==> config.mk <==
export PLATFORM = sky130hd
export DESIGN_NAME = sat_chan_sched
export DESIGN_NICKNAME = d
export VERILOG_FILES = /design/src/rtl/sat_chan_sched_pkg.sv /design/src/rtl/sat_chan_sched_cfg_bank.sv /design/src/rtl/sat_chan_sched.sv
export SDC_FILE = /design/constraint.sdc
export NUM_CORES = 2
export LEC_CHECK = 0
export ABC_AREA = 1
export ABC_CLOCK_PERIOD_IN_PS = 3720
export BUFFER_PORTS_ARGS = -buffer_cell sky130_fd_sc_hd__buf_2
export CORE_MARGIN = 2
export CORE_UTILIZATION = 40
export CTS_CLUSTER_SIZE = 16
export DETAILED_ROUTE_END_ITERATION = 6
export GPL_ROUTABILITY_DRIVEN = 0
export PLACE_DENSITY = 0.58
export SYNTH_ARGS = -nofsm -noshare
export SYNTH_HDL_FRONTEND = slang
export SYNTH_SLANG_ARGS = --single-unit
==> constraint.sdc <==
create_clock -name clk -period 3.72 [get_ports clk]
set_input_delay 0.372 -clock clk [delete_from_list [all_inputs] [get_ports clk]]
set_output_delay 0.372 -clock clk [all_outputs]
set_load 0.05 [all_outputs]
==> src/rtl/sat_chan_sched_pkg.sv <==
// Shared types for the satellite-channel configuration scheduler: opcodes,
// FSM states, field widths and the per-channel configuration record.
package sat_chan_sched_pkg;

    localparam int DOP_W  = 32;
    localparam int CODE_W = 32;
    localparam int GAIN_W = 16;
    localparam int CA_W   = 6;

    typedef enum logic [2:0] {
        OP_DOP        = 3'd0,
        OP_CODE       = 3'd1,
        OP_GAIN       = 3'd2,
        OP_CA         = 3'd3,
        OP_MASK       = 3'd4,
        OP_COMMIT     = 3'd5,
        OP_COMMIT_NOW = 3'd6,
        OP_RSVD       = 3'd7
    } sched_op_e;

    localparam logic [0:0] ST_IDLE_ENC  = 1'b0;
    localparam logic [0:0] ST_ARMED_ENC = 1'b1;

    typedef enum logic [0:0] {
        S_IDLE  = ST_IDLE_ENC,
        S_ARMED = ST_ARMED_ENC
    } sched_state_e;

    typedef struct packed {
        logic [DOP_W-1:0]  dop;
        logic [CODE_W-1:0] code;
        logic [GAIN_W-1:0] gain;
        logic [CA_W-1:0]   ca;
    } chan_cfg_t;

endpackage

==> src/rtl/sat_chan_sched_cfg_bank.sv <==
// One channel's shadow and active configuration; shadow fields are written
// individually, the whole record is copied to active on load.
module sat_chan_cfg_bank
    import sat_chan_sched_pkg::*;
(
    input  logic        clk,
    input  logic        reset,
    input  logic        we_dop,
    input  logic        we_code,
    input  logic        we_gain,
    input  logic        we_ca,
    input  logic        load,
    input  logic [31:0] wdata,
    output chan_cfg_t   active
);

    chan_cfg_t shadow_q, shadow_d;
    chan_cfg_t active_q, active_d;

    always_comb begin
        shadow_d = shadow_q;
        if (we_dop)  shadow_d.dop  = wdata[DOP_W-1:0];
        if (we_code) shadow_d.code = wdata[CODE_W-1:0];
        if (we_gain) shadow_d.gain = wdata[GAIN_W-1:0];
        if (we_ca)   shadow_d.ca   = wdata[CA_W-1:0];
        active_d = load ? shadow_q : active_q;
    end

    always_ff @(posedge clk) begin
        if (reset) begin
            shadow_q <= '0;
            active_q <= '0;
        end else begin
            shadow_q <= shadow_d;
            active_q <= active_d;
        end
    end

    assign active = active_q;

endmodule

==> src/rtl/sat_chan_sched.sv <==
// Atomic per-sample configuration scheduler for a bank of sat_chan instances.
// Optional late-commit status via SAT_SCHED_LATE_STATUS_EN.
//
// state | meaning
// IDLE  | accepting host commands into shadow registers
// ARMED | commit pending; commands stalled until the apply edge
module sat_chan_sched
    import sat_chan_sched_pkg::*;
#(
    parameter int NUM_CHAN = 12,
    parameter int CHAN_W   = (NUM_CHAN > 1) ? $clog2(NUM_CHAN) : 1
) (
    input  logic                     clk,
    input  logic                     reset,
    input  logic                     dv_in,
    input  logic                     cmd_valid,
    output logic                     cmd_ready,
    input  logic [2:0]               cmd_op,
    input  logic [CHAN_W-1:0]        cmd_chan,
    input  logic [31:0]              cmd_data,
    output logic [NUM_CHAN*DOP_W-1:0]  dop_freq,
    output logic [NUM_CHAN*CODE_W-1:0] code_freq,
    output logic [NUM_CHAN*GAIN_W-1:0] gain,
    output logic [NUM_CHAN*CA_W-1:0]   ca_sel,
    output logic [31:0]              sample_cnt,
    output logic                     armed,
`ifdef SAT_SCHED_LATE_STATUS_EN
    output logic                     late_err,
    output logic [15:0]              late_cnt,
`endif
    output logic                     apply_pulse
);

    sched_state_e          state_q, state_d;
    logic [31:0]           sample_cnt_q, sample_cnt_d;
    logic [31:0]           t_q, t_d;
    logic                  force_q, force_d;
    logic [NUM_CHAN-1:0]   mask_q, mask_d;
    logic                  pulse_q, pulse_d;
    logic [31:0]           diff;
    logic                  xfer;
    logic                  apply_now;
    sched_op_e             op;

    assign op   = sched_op_e'(cmd_op);
    assign xfer = cmd_valid && (state_q == S_IDLE);

    // Comparing against the post-increment count makes sample T the first
    // one processed with the new configuration.
    always_comb begin
        sample_cnt_d = sample_cnt_q + {31'd0, dv_in};
        diff         = sample_cnt_d - t_q;
        apply_now    = (state_q == S_ARMED) && (force_q || !diff[31]);
    end

    always_comb begin
        state_d = state_q;
        t_d     = t_q;
        force_d = force_q;
        mask_d  = mask_q;
        pulse_d = apply_now;
        case (state_q)
            S_IDLE: begin
                if (xfer) begin
                    case (op)
                        OP_MASK: mask_d = cmd_data[NUM_CHAN-1:0];
                        OP_COMMIT: begin
                            t_d     = cmd_data;
                            force_d = 1'b0;
                            state_d = S_ARMED;
                        end
                        OP_COMMIT_NOW: begin
                            force_d = 1'b1;
                            state_d = S_ARMED;
                        end
                        default: ;
                    endcase
                end
            end
            S_ARMED: begin
                if (apply_now) state_d = S_IDLE;
            end
            default: state_d = S_IDLE;
        endcase
    end

    always_ff @(posedge clk) begin
        if (reset) begin
            state_q      <= S_IDLE;
            sample_cnt_q <= '0;
            t_q          <= '0;
            force_q      <= 1'b0;
            mask_q       <= '0;
            pulse_q      <= 1'b0;
        end else begin
            state_q      <= state_d;
            sample_cnt_q <= sample_cnt_d;
            t_q          <= t_d;
            force_q      <= force_d;
            mask_q       <= mask_d;
            pulse_q      <= pulse_d;
        end
    end

`ifdef SAT_SCHED_LATE_STATUS_EN
    logic        late_err_q, late_err_d;
    logic [15:0] late_cnt_q, late_cnt_d;
    logic [31:0] late_diff;

    always_comb begin
        late_diff  = sample_cnt_d - cmd_data;
        late_err_d = late_err_q;
        late_cnt_d = late_cnt_q;
        if (xfer && (op == OP_COMMIT) && !late_diff[31] && (late_diff != 32'd0)) begin
            late_err_d = 1'b1;
            if (late_cnt_q != 16'hFFFF) late_cnt_d = late_cnt_q + 16'd1;
        end
    end

    always_ff @(posedge clk) begin
        if (reset) begin
            late_err_q <= 1'b0;
            late_cnt_q <= '0;
        end else begin
            late_err_q <= late_err_d;
            late_cnt_q <= late_cnt_d;
        end
    end

    assign late_err = late_err_q;
    assign late_cnt = late_cnt_q;
`endif

    chan_cfg_t active_cfg [NUM_CHAN];

    for (genvar i = 0; i < NUM_CHAN; i++) begin : g_chan
        logic sel;
        assign sel = xfer && (cmd_chan == CHAN_W'(i));

        sat_chan_cfg_bank u_bank (
            .clk     (clk),
            .reset   (reset),
            .we_dop  (sel && (op == OP_DOP)),
            .we_code (sel && (op == OP_CODE)),
            .we_gain (sel && (op == OP_GAIN)),
            .we_ca   (sel && (op == OP_CA)),
            .load    (apply_now && mask_q[i]),
            .wdata   (cmd_data),
            .active  (active_cfg[i])
        );

        assign dop_freq[DOP_W*i +: DOP_W]    = active_cfg[i].dop;
        assign code_freq[CODE_W*i +: CODE_W] = active_cfg[i].code;
        assign gain[GAIN_W*i +: GAIN_W]      = active_cfg[i].gain;
        assign ca_sel[CA_W*i +: CA_W]        = active_cfg[i].ca;
    end

    assign cmd_ready   = (state_q == S_IDLE);
    assign armed       = (state_q == S_ARMED);
    assign sample_cnt  = sample_cnt_q;
    assign apply_pulse = pulse_q;

endmodule

=== After elaboration in Yosys (flattened, before gate mapping) ===
Index checks and enable logic that the tools add are counted.

* Bits in registers: 2,143
* Bits of input ports: 43
* Word-level logic and storage cells: 210

* Add/subtract/negate cells: 2
* Equal/unequal tests: 17
* Muxes and demuxes: 5
* Bitwise logic cells: 1
* Reduce and logical (&&, ||, !) cells: 83

{| class="wikitable"
|+ Operator list
! cell !! count
|-
| 1-bit logical AND || 74
|-
| 32-bit by 1-bit adder with 32-bit output || 1
|-
| 32-bit subtractor || 1
|-
| 4-bit by 3-bit == test with 1-bit output, second input constant || 4
|-
| 4-bit == test, second input constant || 4
|-
| 3-bit == test, second input constant || 3
|-
| 3-bit AND reduction || 3
|-
| 4-bit by 2-bit == test with 1-bit output, second input constant || 2
|-
| 3-bit by 2-bit == test with 1-bit output, second input constant || 2
|-
| 4-bit by 1-bit == test with 1-bit output, second input constant || 1
|-
| 4-bit logical NOT || 1
|-
| 1-bit case mux with 2 select lines || 2
|-
| 3-bit by 1-bit == test with 1-bit output, second input constant || 1
|-
| 3-bit logical NOT || 1
|-
| 1-bit two-way mux || 3
|-
| 2-bit nonzero test || 1
|-
| 2-bit OR reduction || 1
|-
| 1-bit logical NOT || 1
|-
| 1-bit logical OR || 1
|-
| 1-bit inverter || 1
|}

=== Longest topological paths before layout ===
* Depth in word-level cells: 7
* Depth in mapped cells: 33
* Mapped depth without buffers: 30

=== By module ===
Synthesis repeated with hierarchy kept, for this count alone.

* Cell total of the unflattened synthesis: 13,074
* Area, all modules: 86,405.4 µm²

{| class="wikitable"
|+ By module, submodules not included
! module !! times used !! cells each !! area each (µm²) !! sequential area each (µm²)
|-
| sat_chan_cfg_bank || 12 || 1,034 || 6,812.8 || 3,443.3
|-
| sat_chan_sched || 1 || 666 || 4,652.0 || 1,581.5
|}

=== Worst setup path before layout ===
Ideal clock, no wire load.

* Path kind: flip-flop to flip-flop
* Start point: register sample_cnt_q[0] (netlist: sample_cnt[0])
* End point: register g_chan[9].u_bank.active_q, in the netlist g_chan[9].u_bank.active[22]
* Arrival: 4,167 ps
* Required time: 3,610 ps
* Setup slack: -557 ps
* Stages on the path, launching flop included: 33
* Buffers on the path: 4
* Path through: dfxtp_1 ha_1 ha_1 nand2_1 nor2_1 nand3_1 nor2_1 nand3_1 nor2_1 nand2_1 nor3_1 nand2_1 xor2_1 inv_1 ha_1 nand2_1 inv_1 nand3_1 inv_1 nand2_1 nand2_1 inv_1 nand2_1 a21oi_1 nand2_2 nand3_4 buf_8 buf_6 buf_6 buf_6 nand4_1 nand2_1 nor2_1

* Cells in the longest elaborated chain, start to end: 6

{| class="wikitable"
|+ RTL lines
! what !! line !! text
|-
| start, declared || sat_chan_sched.sv:35 || <nowiki>logic [31:0] sample_cnt_q, sample_cnt_d;</nowiki>
|-
| start signal, assigned || sat_chan_sched.sv:97 || <nowiki>sample_cnt_q <= sample_cnt_d;</nowiki>
|-
| 32-bit by 1-bit adder with 32-bit output || sat_chan_sched.sv:51 || <nowiki>sample_cnt_d = sample_cnt_q + {31'd0, dv_in};</nowiki>
|-
| via sample_cnt_d[30] || sat_chan_sched.sv:35 ||
|-
| 32-bit subtractor || sat_chan_sched.sv:52 || <nowiki>diff = sample_cnt_d - t_q;</nowiki>
|-
| 1-bit logical NOT || sat_chan_sched.sv:53 || <nowiki>apply_now = (state_q == S_ARMED) && (force_q || !diff[31]);</nowiki>
|-
| 1-bit logical OR || sat_chan_sched.sv:53 ||
|-
| 1-bit logical AND || sat_chan_sched.sv:53 ||
|-
| 1-bit logical AND || sat_chan_sched.sv:147 || <nowiki>.load (apply_now && mask_q[i]),</nowiki>
|-
| end signal, assigned || sat_chan_sched_cfg_bank.sv:35 || <nowiki>active_q <= active_d;</nowiki>
|-
| end, declared || sat_chan_sched_cfg_bank.sv:18 || <nowiki>chan_cfg_t active_q, active_d;</nowiki>
|}

The timed path passes the listed nets, and every way through them passes these cells.
A chain may end at the register's enable or synchronous reset.

=== Final worst setup path ===
* Start point: register sample_cnt_q[0] (netlist: sample_cnt[0])
* End point: register g_chan[5].u_bank.active_q, in the netlist g_chan[5].u_bank.active[9]

* Cells in the longest elaborated chain, start to end: 6

{| class="wikitable"
|+ RTL lines
! what !! line
|-
| 32-bit by 1-bit adder with 32-bit output || sat_chan_sched.sv:51
|-
| via sample_cnt_d[14] || sat_chan_sched.sv:35
|-
| 32-bit subtractor || sat_chan_sched.sv:52
|-
| 1-bit logical NOT || sat_chan_sched.sv:53
|-
| 1-bit logical OR || sat_chan_sched.sv:53
|-
| 1-bit logical AND || sat_chan_sched.sv:53
|-
| 1-bit logical AND || sat_chan_sched.sv:147
|-
| end signal, assigned || sat_chan_sched_cfg_bank.sv:35
|-
| end, declared || sat_chan_sched_cfg_bank.sv:18
|}

The timed path passes the listed nets, and every way through them passes these cells.

==> results.md <==
- Net load switching power: 13.55 mW
- Wire length per cell: 20.40 um
- Clk pin slew, worst setup/hold paths: 60 ps
- Post-Route WL: 348,900 um
- Area contributors post-synth: dfxtp_1 48%, inv_1 13%, nand2_1 9.1%, nand4_1 7.2%, a21oi_1 6.0%
- CP Capture Type: register
- Fin crit period: 4151 ps
- Post-DP HPWL: 209,700 um
- Worst EP arrival: 4910 ps
- Tcrit/Tclk final: 1.116
- Yosys cell types: 32
- Peak per-stage delay on the critical path: 360 ps
- H-tree depth: 4
- Finished Layout Cells: 17.11k
- Post-Syn Area: 90,290 um2
- Internal power: 38.12 mW
- Reg-to-Reg Start: sample_cnt[0]
- Worst EP required: 4480 ps
- Layout cell share with drive strength beyond 1: 0.1595
- Worst Setup Start Kind: register
- Drt pass-1 iters: 6
- Final Hold Slack: 129.5 ps
- Hold Startpoint: cmd_data[18]
- IO Port Bufs: 1,109
- CTS root buf: clkbuf_16
- Achievable Freq: 0.2409 GHz
- CTS Sinks: 2,143
- Slew headroom: 0.05560
- DIE AREA: 229,500 um2
- HP Class: in -> reg
- Vias in the first global route: 72.93k
- Placed cells: 16.49k
- Setup-failing EPs final: 1,033
- Mapped Nets: 13.13k
- Row cnt: 174
- Total number of vias: 83.30k
- Post-route ant nets: 0
- CTS tree: built
- Switch share: 0.2622
- Clock share of power: 0.445
- Most frequent cells in the layout: 3,189 x inv_1, 2,115 x dfxtp_1, 2,044 x nand2_1, 1,134 x nor2_1, 1,092 x buf_2
- Worst vdd ir: 0.4169 mV
- Failing checks: negative setup slack
- Largest net degree at the start of global routing: 170
- Yosys top cell by area: dfxtp_1
- Clock Latency Late Sink: 880 ps
- Initial DRC count: 8,310
- Critical Path Source: sample_cnt[0]
- Status: complete, but fails checks
- Dpl ws: -608.5 ps
- Comb power frac: 0.107
- Synth top area share: 0.4752
- Initial antenna violation count: 45
- Count of pins over their slew limit: 0
- Crit path kind: reg -> reg
- Core box area: 224,700 um2
- Final hold violations: 0
- RSZ-0062 raised after global routing: true
- First-pass GRT wire length: 491,400 um
- CP delay by family, top: simple AND/OR/NAND/NOR gates
- Pleak: 49.84 nW
- Yosys synthesis warning count: 0
- PD cells: 466.2 nW/um2
- Longest Clk Path Bufs: 3
- Total grt overflow: 0
- Layout area overhead: 22.76%
- Maximum fanout along the worst path: 8
- CP max stage cell: dfxtp_4
- Die Wd: 479.1 um
- PnR worst setup slack: -430.7 ps
- Tot GR Track Use: 0.2830
- Crit-path most repeated cell: buf_4
- Starting density of the core: 0.4018
- Die H: 479.1 um
- Max Cap Viol: 0
- Synth Area per Inst: 6.917 um2
- Final net count: 13.97k
- Worst-Margin Slew: 1417 ps
- Post-route DRC: 0
- TritonCTS Buffers: 227
- Clock Skew: 62.42 ps
- CP Buf/Inv Count: 9
- Total chip power: 51.67 mW
- Most common cell after layout, fill and taps aside: inv_1
- Register share of total power: 0.448
- #FFs+latches synth: 2,143
- Register area share after synthesis: 0.4752
- IO Count: 1,110
- Mean number of vias per cell: 4.870
- Cells after Synth: 13.05k
[metal layers]
metal | up-vias | global-route usage | wire length, um
met4 | 0 | 0.1164 | 14290
met5 | - | 0 | 0
met3 | 562 | 0.03845 | 26910
met1 | 38020 | 0.3951 | 153500
met2 | 3301 | 0.4383 | 154300
li1 | 41420 | - | -
[cell families after synthesis]
kind of cell | count (synthesis) | share of synthesized area
xor gates and xnor gates | 23 | 0.002231
buffers and inverters | 4257 | 0.1834
DFF | 2143 | 0.4752
and+or+nand+nor | 4440 | 0.2150
adders and majority gates | 33 | 0.004573
AOI/OAI and AO/OA | 2156 | 0.1196
[state kept, by name, indices dropped and copies added, names as in the netlist]
signal and flops:
sample_cnt 32, apply_pulse 1, g_chan.u_bank.active 1032, armed 1, force_q 1, g_chan.u_bank.shadow_q 1032, t_q 32, mask_q 12
[area by class of cell]
type / count / area (um2)
multi-input cells: 6654 / 31840
well taps: 2992 / 3744
flip-flops and latches: 2143 / 42960
repair buffers: 1613 / 12480
inverters: 3254 / 12220
clock buffers: 358 / 6869
fillers: 22570 / 113800
clock inverters: 63 / 658.1
diodes: 29 / 72.57
[Yosys cell counts]
cell type / n
or4_1: 1
nand4_1: 1035
and3_1: 1
o21ai_0: 1076
dfxtp_1: 2143
nor2_2: 1
nor2_4: 1
nor3_1: 9
clkinv_1: 24
nor3b_1: 1
nor4_1: 4
nand2_1: 2177
nand3b_1: 1
and2_1: 2
buf_8: 4
clkbuf_1: 654
nand3_4: 4
a21o_1: 1
buf_1: 174
nand3_2: 1
buf_2: 120
nand2_2: 2
xnor2_1: 4
a31oi_1: 1
xor2_1: 19
a41oi_1: 1
a21oi_1: 1077
ha_1: 33
inv_1: 3230
nand3_1: 34
nor2_1: 1166
buf_6: 51
[worst min-delay path, stage by stage]
cell and delay, ps:
buf_2 300, o21ai_0 240, a21oi_1 40
[final timing paths]
kind,to,slack (ps),depth (start not counted)
worst max register to register,g_chan[5].u_bank.active[9],-430,30
worst min-delay path,g_chan[6].u_bank.shadow_q[72],130,3
worst max-delay path,g_chan[5].u_bank.active[9],-430,30
worst min register to register,g_chan[9].u_bank.shadow_q[42],450,2
[power by group through the flow]
stage | Sequential, mW | Combinational [mW] | Clock, mW
floorplan | 23.7 | 2.42 | 0
detailed placement | 23.7 | 4.10 | 0
finish | 23.2 | 5.51 | 23.0
global route | 23.2 | 5.78 | 24.2
CTS | 23.2 | 4.80 | 23.3
global placement | 23.7 | 4.11 | 0
[per-stage QoR]
stage	utilization	TNS, ps	instance area, um2
2_1_floorplan	-	0	90390
3_3_place_gp	0.4423	-486210	99360
3_5_place_dp	0.4423	-525480	99360
4_1_cts	0.4839	-293840	108700
5_1_grt	0.4931	-564420	110800
6_report	0.4933	-301080	110800
[repair_timing]
item	4_1_cts	5_1_grt
setup buffers	53	41
hold buffers	6	0
endpoints found under the setup margin	1033	1033
endpoints found under the hold margin	14	0
pin swaps	63	135
cloned	27	55
gates resized for setup	136	251
(Power assumes the default switching activity.)
